## src/rtl/divu_sequencer_pkg.sv

```systemverilog
// Shared definitions for the DIVU sequencer: ALU opcodes,
// FSM state encoding and the fixed operation latency.
package divu_sequencer_pkg;

  localparam logic [2:0] ALU_AND = 3'b000;
  localparam logic [2:0] ALU_OR  = 3'b001;
  localparam logic [2:0] ALU_ADD = 3'b010;
  localparam logic [2:0] ALU_SUB = 3'b110;
  localparam logic [2:0] ALU_SLT = 3'b111;
  localparam logic [2:0] ALU_SRL = 3'b011;

  typedef enum logic [1:0] {
    ST_IDLE = 2'd0,
    ST_CALC = 2'd1,
    ST_DONE = 2'd2
  } state_t;

  localparam int DIV_LATENCY = 33;

endpackage

```

## src/rtl/divu_sequencer_step.sv

```systemverilog
// Team ALU plus one restoring-division step built from two
// ALU instances (trial subtract and unsigned compare).
import divu_sequencer_pkg::*;

module divu_alu #(
  parameter int WIDTH = 32,
  parameter int SH_W  = 5
) (
  input  logic [2:0]       ALUOperation,
  input  logic [WIDTH-1:0] DataA,
  input  logic [WIDTH-1:0] DataB,
  input  logic [SH_W-1:0]  Shamt,
  output logic [WIDTH-1:0] ALUResult
);

  // Operation select; set-on-less-than compares unsigned
  always_comb begin
    ALUResult = '0;
    case (ALUOperation)
      ALU_AND: ALUResult = DataA & DataB;
      ALU_OR:  ALUResult = DataA | DataB;
      ALU_ADD: ALUResult = DataA + DataB;
      ALU_SUB: ALUResult = DataA - DataB;
      ALU_SLT: ALUResult = {{(WIDTH-1){1'b0}}, DataA < DataB};
      ALU_SRL: ALUResult = DataB >> Shamt;
      default: ALUResult = '0;
    endcase
  end

endmodule

module divu_step #(
  parameter int WIDTH = 32
) (
  input  logic [WIDTH:0]   i_r,
  input  logic [WIDTH-1:0] i_q,
  input  logic [WIDTH-1:0] i_d,
  output logic [WIDTH:0]   o_r,
  output logic [WIDTH-1:0] o_q
);

  localparam int SH_W = (WIDTH > 1) ? $clog2(WIDTH) : 1;

  logic [WIDTH:0]   w_p;
  logic [WIDTH-1:0] w_sub;
  logic [WIDTH-1:0] w_slt;
  logic             w_ge;
  logic             w_unused;

  // R never exceeds the divisor, so its top bit is always zero
  assign w_unused = i_r[WIDTH];
  assign w_p      = {i_r[WIDTH-1:0], i_q[WIDTH-1]};

  divu_alu #(.WIDTH(WIDTH), .SH_W(SH_W)) u_sub (
    .ALUOperation (ALU_SUB),
    .DataA        (w_p[WIDTH-1:0]),
    .DataB        (i_d),
    .Shamt        (SH_W'(0)),
    .ALUResult    (w_sub)
  );

  divu_alu #(.WIDTH(WIDTH), .SH_W(SH_W)) u_cmp (
    .ALUOperation (ALU_SLT),
    .DataA        (w_p[WIDTH-1:0]),
    .DataB        (i_d),
    .Shamt        (SH_W'(0)),
    .ALUResult    (w_slt)
  );

  // Carry-out bit of P means P already exceeds any divisor
  assign w_ge = w_p[WIDTH] | (w_slt == '0);
  assign o_r  = w_ge ? {1'b0, w_sub} : w_p;
  assign o_q  = {i_q[WIDTH-2:0], w_ge};

endmodule

```

## src/rtl/divu_sequencer.sv

```systemverilog
// Multi-cycle unsigned divider controller (DIVU) for EX stage.
// One restoring step per cycle; Busy stalls the pipeline.
import divu_sequencer_pkg::*;

module divu_sequencer #(
  parameter int WIDTH = 32,
  parameter int CNT_W = 6
) (
  input  logic             clk,
  input  logic             rst,
  input  logic             Start,
  input  logic             Flush,
  input  logic [WIDTH-1:0] Dividend,
  input  logic [WIDTH-1:0] Divisor,
  output logic             Busy,
  output logic             Done,
  output logic             DivZero,
  output logic [WIDTH-1:0] Quotient,
  output logic [WIDTH-1:0] Remainder
);

  state_t           r_state;
  state_t           w_state_nxt;
  logic [WIDTH:0]   r_r;
  logic [WIDTH-1:0] r_q;
  logic [WIDTH-1:0] r_d;
  logic [CNT_W-1:0] r_cnt;
  logic [WIDTH-1:0] r_quot;
  logic [WIDTH-1:0] r_rem;
  logic             r_dz;

  logic [WIDTH:0]   w_r_nxt;
  logic [WIDTH-1:0] w_q_nxt;
  logic             w_accept;
  logic             w_zero;
  logic             w_last;
  logic             w_step;

  divu_step #(.WIDTH(WIDTH)) u_step (
    .i_r (r_r),
    .i_q (r_q),
    .i_d (r_d),
    .o_r (w_r_nxt),
    .o_q (w_q_nxt)
  );

  assign w_zero   = (Divisor == '0);
  assign w_accept = Start & ~Flush & (r_state != ST_CALC);
  assign w_step   = (r_state == ST_CALC) & ~Flush;
  assign w_last   = w_step & (r_cnt == CNT_W'(WIDTH-1));

  // Next-state logic; flush wins over everything else
  always_comb begin
    w_state_nxt = r_state;
    if (Flush) begin
      w_state_nxt = ST_IDLE;
    end else begin
      unique case (r_state)
        ST_IDLE, ST_DONE: begin
          if (Start)
            w_state_nxt = w_zero ? ST_DONE : ST_CALC;
          else
            w_state_nxt = ST_IDLE;
        end
        ST_CALC: begin
          if (r_cnt == CNT_W'(WIDTH-1))
            w_state_nxt = ST_DONE;
        end
        default: w_state_nxt = ST_IDLE;
      endcase
    end
  end

  // State register
  always_ff @(posedge clk or posedge rst) begin
    if (rst) r_state <= ST_IDLE;
    else     r_state <= w_state_nxt;
  end

  // Operand capture and one division step per CALC cycle
  always_ff @(posedge clk or posedge rst) begin
    if (rst) begin
      r_r   <= '0;
      r_q   <= '0;
      r_d   <= '0;
      r_cnt <= '0;
    end else if (w_accept) begin
      r_r   <= '0;
      r_q   <= Dividend;
      r_d   <= Divisor;
      r_cnt <= '0;
    end else if (w_step) begin
      r_r   <= w_r_nxt;
      r_q   <= w_q_nxt;
      r_cnt <= r_cnt + CNT_W'(1);
    end
  end

  // Result registers load only when entering DONE
  always_ff @(posedge clk or posedge rst) begin
    if (rst) begin
      r_quot <= '0;
      r_rem  <= '0;
      r_dz   <= 1'b0;
    end else if (w_accept & w_zero) begin
      r_quot <= '1;
      r_rem  <= Dividend;
      r_dz   <= 1'b1;
    end else if (w_last) begin
      r_quot <= w_q_nxt;
      r_rem  <= w_r_nxt[WIDTH-1:0];
      r_dz   <= 1'b0;
    end
  end

  assign Busy      = (r_state == ST_CALC);
  assign Done      = (r_state == ST_DONE);
  assign DivZero   = r_dz;
  assign Quotient  = r_quot;
  assign Remainder = r_rem;

endmodule

```

## config.mk

```make
export PLATFORM = sky130hd
export DESIGN_NAME = divu_sequencer
export DESIGN_NICKNAME = d
export VERILOG_FILES = /design/src/rtl/divu_sequencer_pkg.sv /design/src/rtl/divu_sequencer_step.sv /design/src/rtl/divu_sequencer.sv
export SDC_FILE = /design/constraint.sdc
export NUM_CORES = 1
export LEC_CHECK = 0
export CAP_MARGIN = 25
export CORE_UTILIZATION = 40
export DETAILED_ROUTE_END_ITERATION = 10
export SYNTH_ARGS = -nofsm -noshare
export SYNTH_HDL_FRONTEND = slang
export SYNTH_HIERARCHICAL = 1
export SYNTH_SLANG_ARGS = --single-unit
```

## constraint.sdc

```tcl
create_clock -name clk -period 10.3 [get_ports clk]
set_input_delay 1.03 -clock clk [delete_from_list [all_inputs] [get_ports clk]]
set_output_delay 1.03 -clock clk [all_outputs]
set_load 0.05 [all_outputs]
```

==> results.py <==
metrics = {
    "status": {
        "status": "completed",
    },
    "detailed_routing": {
        "wl_per_cell_um": 26.2,
        "ant_nets": 0,
        "drt_iter0_markers": 2330,
        "firstDrtPassIters": 8,
        "drt_wl_total_um": 85300,
        "drc": 0,
        "routed_via_density": 6.37,
        "dr_total_vias": 20700,
    },
    "clock_tree": {
        "clock-sinks": 169,
        "clock_path_buffers": 2,
        "htreeDepth": 4,
        "cts.clk_slew.worst_paths_ns": 0.07,
        "postCtsHoldBufs": 0,
        "insertion_delay_ns": 0.46,
        "cts_tree": "done",
        "cts_made_buffers": 17,
        "cts_setup_buffers": 0,
        "ctsResizeCount": 0,
        "cts_root_buf": "clkbuf_16",
    },
    "worst_setup_path": {
        "required_ns": 10.63,
        "worstSetupPathType": "reg2reg",
        "cp-end-kind": "flop",
        "r2r_slack_ns": 4.48,
        "start_kind": "flop",
        "r2r-start": "r_r[9]$_DFFE_PP0P_",
        "crit_arrival_ns": 6.15,
        "startpoint": "r_r[9]$_DFFE_PP0P_",
        "rr_worst_depth": 15,
        "cp_max_fo": 19,
    },
    "sta": {
        "timing_hold_violations_final": 0,
        "min_period_ns": 5.82,
        "tightest_slew_ns": 1.05,
        "setup_viol": 0,
        "maxSlewViolCount": 0,
        "rsz0062_at_grt": "no",
        "skew_ns": 0.0155,
        "setup_tns_ns": 0,
        "max_freq_mhz": 172,
        "holdWs_ns": 0.488,
        "timing.final.crit_share_pct": 56.5,
        "slew-limit-headroom_pct": 28.9,
    },
    "floorplanning": {
        "fp.coreArea_um2": 51300,
        "die_h_um": 230,
        "dieArea_um2": 52900,
        "io_pins": 135,
        "rows": 83,
        "fp.dieW_um": 230,
        "start_util_pct": 40.5,
    },
    "power_and_ir_drop": {
        "vdd_drop_max_mv": 0.116,
        "p_leak_nw": 10.1,
        "total_power_mw": 2.66,
        "p_per_area_nw_per_um2": 116,
    },
    "logic_synthesis": {
        "syn_area_per_cell_um2": 8.19,
        "synthCells": 2540,
        "netlist_area_um2": 20800,
        "yosysWarningCount": 6,
    },
    "cells_and_area": {
        "final_cell_mix": "inv_1 (211), nand2_1 (207), ha_1 (201)",
        "final_util_pct": 44.8,
        "register_area_um2": 4230,
        "drive_gt1_share_pct": 10.4,
        "antenna_cells": 0,
        "n_fill_cell": 5102,
        "final_cell_count_no_fill": 3249,
        "multi_input_area_um2": 14700,
        "final_common_cell": "inv_1",
        "syn_to_final_growth_pct": 10.5,
        "layout.nets": 2830,
    },
    "worst_hold_path": {
        "min_path_cells": 2,
        "holdCritStartpoint": "DivZero$_DFFE_PP0P_",
        "min_path_type": "reg2reg",
    },
    "global_route": {
        "antenna_found_initial": 2,
        "grt_pass1_wl_um": 127000,
        "grt_max_degree": 96,
        "gr-total-overflow": 0,
        "grt_usage_pct": 31.5,
        "first_global_vias": 19900,
    },
    "placed_design": {
        "dp_cells": 3216,
        "portBuffers": 134,
        "hpwl_um": 66300,
        "gp_congestion": 1.01,
    },
    "flow_run": {
        "drv_cap": 0,
    },
}
[metrics by stage]
step | cell area (um2) | setup slack, ns
detailed placement | 22300 | 4.85
floorplan | 20900 | 4.69
global route | 23000 | 4.22
CTS | 22900 | 4.79
global placement | 22300 | 4.72
finish | 23000 | 4.48
[routing by layer]
layer  global-route usage, %  up-vias  part of all wire [%]
met3                    4.53      190                   8.1
li1                        -     9222                     -
met1                    41.8    10200                    41
met5                       0        -                 0.015
met2                    50.5     1101                    46
met4                    14.8        2                   5.0
[state kept, by name, indices dropped and copies added (netlist names)]
signal / flops
r_q: 32
r_d: 32
r_cnt: 6
r_r: 32
Remainder: 32
DivZero: 1
Quotient: 32
r_state: 2
[worst paths after layout]
kind                                             end
max in group asynchronous        r_d[18]$_DFFE_PP0P_
setup / recovery           Remainder[21]$_DFFE_PP0P_
setup reg to reg           Remainder[21]$_DFFE_PP0P_
hold / removal                   DivZero$_DFFE_PP0P_
hold reg to reg                  DivZero$_DFFE_PP0P_
min in group asynchronous   Quotient[14]$_DFFE_PP0P_
[power by group]
part	internal, mW	total (mW)	switching (mW)
sequential	0.712	0.794	0.0814
clock	0.388	0.698	0.310
combinational	0.423	1.17	0.749
total	1.52	2.66	1.14
[final cells by class]
cell class | count | share of cell area [%]
repair buffers | 180 | 7.56
clock inverters | 13 | 0.779
inverters | 230 | 3.79
clock buffers | 18 | 1.87
well taps | 680 | 3.70
flip-flops and latches | 169 | 18.4
multi-input cells | 1959 | 63.9
[critical path, stage by stage, from the launching register on]
cell       delay, ns
dfrtp_1         0.58
inv_1           0.09
ha_1            0.48
nor4_2          0.56
a311oi_2        0.30
o31ai_2         0.42
a31oi_1         0.17
a2111oi_0       0.83
o41ai_1         0.24
nor4_1          0.31
nand4_1         0.22
o21bai_4        0.62
buf_16          0.24
mux2_2          0.37
a31oi_1         0.14
mux2i_1         0.09
Note: power is estimated with default switching activity, not from simulation.
